===== config.mk =====
export PLATFORM = sky130hd
export DESIGN_NAME = mux_n_pipe
export DESIGN_NICKNAME = d
export VERILOG_FILES = /design/src/rtl/mux_n_pipe.sv
export SDC_FILE = /design/constraint.sdc
export NUM_CORES = 1
export LEC_CHECK = 0
export BUFFER_PORTS_ARGS = -buffer_cell sky130_fd_sc_hd__buf_2
export CAP_MARGIN = 20
export CORE_MARGIN = 5
export CORE_UTILIZATION = 26
export CTS_CLUSTER_SIZE = 28
export DETAILED_ROUTE_END_ITERATION = 12
export GPL_TIMING_DRIVEN = 0
export PLACE_DENSITY = 0.55
export SLEW_MARGIN = 20
export SYNTH_ARGS = -nofsm -noshare
export SYNTH_HDL_FRONTEND = slang
export SYNTH_SLANG_ARGS = --single-unit
export TNS_END_PERCENT = 1

===== constraint.sdc =====
create_clock -name clk -period 2.6 [get_ports clk]
set_input_delay 0.26 -clock clk [delete_from_list [all_inputs] [get_ports clk]]
set_output_delay 0.26 -clock clk [all_outputs]
set_load 0.02 [all_outputs]

===== src/rtl/mux_n_pipe.sv =====
`default_nettype none
// ============================================================================
// Module      : mux_n_pipe
// Description : N-way WIDTH-bit select multiplexer feeding a registered
//               ready/valid output stage with a two-entry skid buffer.
//               Out-of-range selects fall through to the last input and
//               raise a sticky-per-beat select error flag.
// Revision    : 1.0 - initial release
// ============================================================================
module mux_n_pipe #(
    parameter int WIDTH  = 32,
    parameter int NUM_IN = 4,
    parameter int SEL_W  = $clog2(NUM_IN)
) (
    input  logic                    clk,
    input  logic                    reset,
    input  logic [NUM_IN*WIDTH-1:0] in_data,
    input  logic [SEL_W-1:0]        in_sel,
    input  logic                    in_valid,
    output logic                    in_ready,
    input  logic                    flush,
    output logic [WIDTH-1:0]        out_data,
    output logic [SEL_W-1:0]        out_sel,
    output logic                    out_sel_err,
    output logic                    out_valid,
    input  logic                    out_ready
);

    // One extra bit so NUM_IN itself is representable when it is a power of two
    localparam logic [SEL_W:0] c_num_in = (SEL_W+1)'(NUM_IN);

    typedef enum logic [1:0] {
        ST_EMPTY = 2'd0,
        ST_ONE   = 2'd1,
        ST_FULL  = 2'd2
    } state_t;

    state_t r_state;
    state_t w_state_nxt;

    logic [WIDTH-1:0] r_main_data;
    logic [SEL_W-1:0] r_main_sel;
    logic             r_main_err;
    logic [WIDTH-1:0] r_skid_data;
    logic [SEL_W-1:0] r_skid_sel;
    logic             r_skid_err;

    logic [WIDTH-1:0] w_mux_data;
    logic             w_mux_err;
    logic             w_accept;
    logic             w_consume;
    logic             w_load_main_in;
    logic             w_load_main_skid;
    logic             w_load_skid;

    // Both valid bits come straight from the state register, so in_ready
    // never sees out_ready combinationally.
    assign out_valid   = (r_state != ST_EMPTY);
    assign in_ready    = (r_state != ST_FULL);
    assign out_data    = r_main_data;
    assign out_sel     = r_main_sel;
    assign out_sel_err = r_main_err;

    assign w_accept  = in_valid && in_ready && !flush;
    assign w_consume = out_valid && out_ready;

    // Select mux: default to the last input, override on an in-range match
    always_comb begin
        w_mux_data = in_data[(NUM_IN-1)*WIDTH +: WIDTH];
        w_mux_err  = !({1'b0, in_sel} < c_num_in);
        for (int k = 0; k < NUM_IN - 1; k++) begin
            if (in_sel == SEL_W'(k)) begin
                w_mux_data = in_data[k*WIDTH +: WIDTH];
            end
        end
    end

    // Next state and register load enables; flush kills every held beat
    always_comb begin
        w_state_nxt      = r_state;
        w_load_main_in   = 1'b0;
        w_load_main_skid = 1'b0;
        w_load_skid      = 1'b0;
        if (flush) begin
            w_state_nxt = ST_EMPTY;
        end else begin
            case (r_state)
                ST_EMPTY: begin
                    if (w_accept) begin
                        w_load_main_in = 1'b1;
                        w_state_nxt    = ST_ONE;
                    end
                end
                ST_ONE: begin
                    if (w_accept && w_consume) begin
                        w_load_main_in = 1'b1;
                    end else if (w_accept) begin
                        w_load_skid = 1'b1;
                        w_state_nxt = ST_FULL;
                    end else if (w_consume) begin
                        w_state_nxt = ST_EMPTY;
                    end
                end
                ST_FULL: begin
                    if (w_consume) begin
                        w_load_main_skid = 1'b1;
                        w_state_nxt      = ST_ONE;
                    end
                end
                default: begin
                    w_state_nxt = ST_EMPTY;
                end
            endcase
        end
    end

    // State register
    always_ff @(posedge clk) begin
        if (reset) begin
            r_state <= ST_EMPTY;
        end else begin
            r_state <= w_state_nxt;
        end
    end

    // Main and skid data registers; contents persist across a flush
    always_ff @(posedge clk) begin
        if (reset) begin
            r_main_data <= '0;
            r_main_sel  <= '0;
            r_main_err  <= 1'b0;
            r_skid_data <= '0;
            r_skid_sel  <= '0;
            r_skid_err  <= 1'b0;
        end else begin
            if (w_load_main_in) begin
                r_main_data <= w_mux_data;
                r_main_sel  <= in_sel;
                r_main_err  <= w_mux_err;
            end else if (w_load_main_skid) begin
                r_main_data <= r_skid_data;
                r_main_sel  <= r_skid_sel;
                r_main_err  <= r_skid_err;
            end
            if (w_load_skid) begin
                r_skid_data <= w_mux_data;
                r_skid_sel  <= in_sel;
                r_skid_err  <= w_mux_err;
            end
        end
    end

endmodule
`default_nettype wire


# == Word level (Yosys, flattened, before mapping) ==
# Cells that the tools add are included.
# word_totals
ff_bits,70
in_bits,135
output_inout_bits,37
elab_cells,48
# op_classes
n_eq_ne,9
mux,23
reduce_logical,11
# ops
op,n
$mux W32,5
$mux W2,7
$mux W1,9
$ne A2 B2 Y1 const B,4
$pmux W2 S3,1
$eq A2 B1 Y1 const B,2
$eq A2 B2 Y1 const B,2
$logic_and A1 B1 Y1,4
$logic_not A2 Y1,2
$reduce_and A4 Y1,1
$reduce_bool A2 Y1,2
$ne A3 B3 Y1 const B,1
$pmux W1 S2,1
$reduce_or A2 Y1,1
$logic_not A1 Y1,1

# == Depth between registers and ports, before layout ==
# depth
ltp_word,8
depth_mapped,6
depth_no_buf,3

# == Worst setup path before layout ==
# No wires, ideal clock.
# synth_path
path_type,input-to-reg
start,in in_sel[1]
end,reg r_skid_data[10]
setup_time_ps,117
arrival_time_ps,1315
required_time_ps,2483
setup_slack_ps,1168
path_stages,4
path_buffers,2
cell_sequence,buf_2 -> clkbuf_1 -> mux4_2 -> a22o_1
# synth_via
elab_chain_len,4
word_cells_on_any_way,6
cone_classes,eq/ne: 2; mux: 3; reduce/logical: 1
# synth_lines
element,line,source
start: declaration,18,"input logic [SEL_W-1:0] in_sel,"
$logic_not A2 Y1,72,if (in_sel == SEL_W'(k)) begin
$mux W32 (2 in a row),72,
$mux W32 (*),72,
end signal: assignment,146,r_skid_data <= w_mux_data;
end: declaration,44,logic [WIDTH-1:0] r_skid_data;
# Every way passes the cells marked *; elsewhere a longest branch is shown, timed or not.
# A chain may end at the register's enable or synchronous reset.

# == Worst setup path in the final report ==
# layout_path
start,reg r_state[1]
end,reg r_skid_data[23]
# layout_via
elab_chain_len,7
word_cells_on_any_way,11
cone_classes,eq/ne: 2; mux: 4; reduce/logical: 5
# layout_lines
element,line,source
start: declaration,38,state_t r_state;
start signal: assignment,122,r_state <= w_state_nxt;
$ne A2 B2 Y1,59,assign in_ready = (r_state != ST_FULL);
$logic_and A1 B1 Y1 (2 in a row),64,assign w_accept = in_valid && in_ready && !flush;
$mux W1 or $logic_and A1 B1 Y1 (tied branches),"97, 95",
$mux W1,95,if (w_accept && w_consume) begin
$mux W1 (*),87,case (r_state)
$mux W1 (*),84,if (flush) begin
# Marks and branches as above.

==> results.toml <==
[sta]
rsz0062_at_grt = "no"
layout_setup_ws_ns = 0.999
slew_headroom = 0.535
tightestPinTransition_ns = 0.697
skew_ns = 0.00584
fin_crit_ns = 1.60
finalMaxSlewViolations = 0
finalSetupTns_ns = 0
hold_viol = 0
setup_viol = 0
max_freq_mhz = 624
period_share = 0.616

[setup_path]
critical_path_class = "flip-flop to flip-flop"
end_kind = "flip-flop"
cp-start-kind = "flip-flop"
critical_path_arrival_ns = 1.87
cp_max_fo = 10
cp.required_ns = 2.87

[final_layout]
regArea_mm2 = 0.00140
syn_to_final_growth_pct = 37.7
multi_input_area_mm2 = 0.00199
final_cell_mix = "buf_2, dfxtp_1, mux4_2, a22o_1, mux2i_1"
design_area_mm2 = 0.00496
layout-drive-gt1-share = 0.592
fillers = 1403
n_antenna_cell = 0
fin_nets = 580
final_cells = 628
final_common_cell = "buf_2"

[pwr]
ir_worst_vdd_mv = 0.295
p_per_area_mw_per_mm2 = 574
p_leak_nw = 2.06
total_power_mw = 2.85

[hold_path]
hold_path_class = "primary input to flip-flop"

[route]
totalWireLength_um = 10700
drc = 0
wire_per_inst_um = 17.1
drtIter0Drc = 79
vias = 3029
drt-vias-per-instance = 4.82
first_pass_iters = 4
drtAntennaViolNets = 0

[logic_synthesis]
synth_adder_area_share = 0
synth_top_family_by_area = "multiplexers"
synth_edf_count = 0
ys.flop_type = "dfxtp_1"
syn_inst = 268
synthXorXnorAreaFrac = 0
syn_area_mm2 = 0.00360
synthDistinctLibCells = 34
ys_warn_count = 0
synthArstFlopShare = 0
synth_seq_cells = 70
synthMuxAreaShare = 0.289
syn-num-nets = 403
synth_compound_gate_area_share = 0.221
ys_seq_area_frac = 0.389
syn_avg_cell_area_um2 = 13.4
synth-simple-area-share = 0.0414

[die]
coreArea_mm2 = 0.0137
ios = 172
die_w_um = 128
dieArea_mm2 = 0.0163
initial_utilization = 0.262
rows = 43
die-height_um = 128

[placement]
placed_area_mm2 = 0.00466
dpl_worst_slack_ns = 0.743
hpwl_um = 8300
gp_congestion = 0.713
dpl.cell_count = 614
io_buffers = 166

[clock_tree]
numCtsBuffers = 9
clkTransAtPathRegs_ns = 0.06
cts_tree = "yes"
htree_levels = 3
cts_resized = 0
ctsHoldBuffers = 0
postCtsSetupRepairBufs = 0
cts_root_buffer = "clkbuf_16"
insertion_delay_ns = 0.33
clockBufferDepth = 2
clock-sinks = 70

[grt]
antenna_found_initial = 1
grt_overflow = 0
grt_util_all_layers = 0.133
grt_max_degree = 12
grt_pass1_wl_um = 16700
grt_pass1_vias = 3220

[outcome]
status = "complete, no violations"

[run]
maxCapViolations = 0
[cell type report]
| cell class | count | share of cell area |
|---|---|---|
| Buffer | 31 | 0.0416 |
| Clock buffer | 10 | 0.0462 |
| Clock inverter | 4 | 0.0149 |
| Inverter | 1 | 0.000757 |
| Multi-Input combinational cell | 166 | 0.401 |
| Sequential cell | 70 | 0.283 |
| Tap cell | 180 | 0.0454 |
| Timing Repair Buffer | 166 | 0.168 |
[worst max-delay path, stage by stage, from the launching register on]
cell and delay, ns:
dfxtp_1 0.30, buf_4 0.15, nand4bb_1 0.23, nor3_2 0.36
buf_2 0.34, a22o_1 0.16
[registers in the layout (all words and copies together), names as in the netlist]
name / flops
out_data: 32
r_state: 2
out_sel: 2
r_skid_sel: 2
r_skid_data: 32
[cells in the mapped netlist, drive strengths merged (3+ instances only)]
cell type / count / area share
mux2i: 32 / 0.089
dfxtp: 70 / 0.39
nor2b: 3 / 0.0052
mux4: 32 / 0.20
nand2b: 3 / 0.0052
o2bb2ai: 32 / 0.11
nand2: 3 / 0.0031
buf: 26 / 0.052
a21oi: 7 / 0.011
a22o: 32 / 0.078
clkbuf: 5 / 0.0056
[path summary, 6_finish.rpt]
| check | from | end | slack [ns] | depth (start not counted) |
|---|---|---|---|---|
| max | r_state[1] | r_skid_data[23] | 1.0 | 5 |
| min reg2reg | r_skid_data[4] | r_skid_data[4] | 0.48 | 1 |
| min | flush | r_state[0] | 0.21 | 3 |
| max reg2reg | r_state[1] | r_skid_data[23] | 1.0 | 5 |
[power by group]
| part | switching [mW] | internal (mW) | total, mW |
|---|---|---|---|
| Clock | 0.438 | 0.829 | 1.27 |
| Combinational | 0.222 | 0.230 | 0.452 |
| Sequential | 0.0184 | 1.11 | 1.13 |
| Total | 0.678 | 2.17 | 2.85 |
[per-layer routing]
metal,track usage,up-vias,part of all wire
met1,0.165,1473,0.42
li1,-,1439,-
met4,0.0393,2,0.011
met5,0,-,0.00065
met3,0.0367,11,0.067
met2,0.225,104,0.50
[cells by family after synthesis]
logic type	count (synthesis)
muxes	64
and+or+nand+nor	21
buffers and inverters	32
DFF	70
AOI/OAI and AO/OA	80
other	1
[stage by stage]
step / utilization / hold slack [ns]
after floorplan: - / 0.426
after CTS: 0.361 / 0.206
final: 0.361 / 0.215
after global routing: 0.361 / 0.230
after global placement: 0.339 / 0.461
after detailed placement: 0.339 / 0.466
Note: power is estimated with default switching activity, not from simulation.
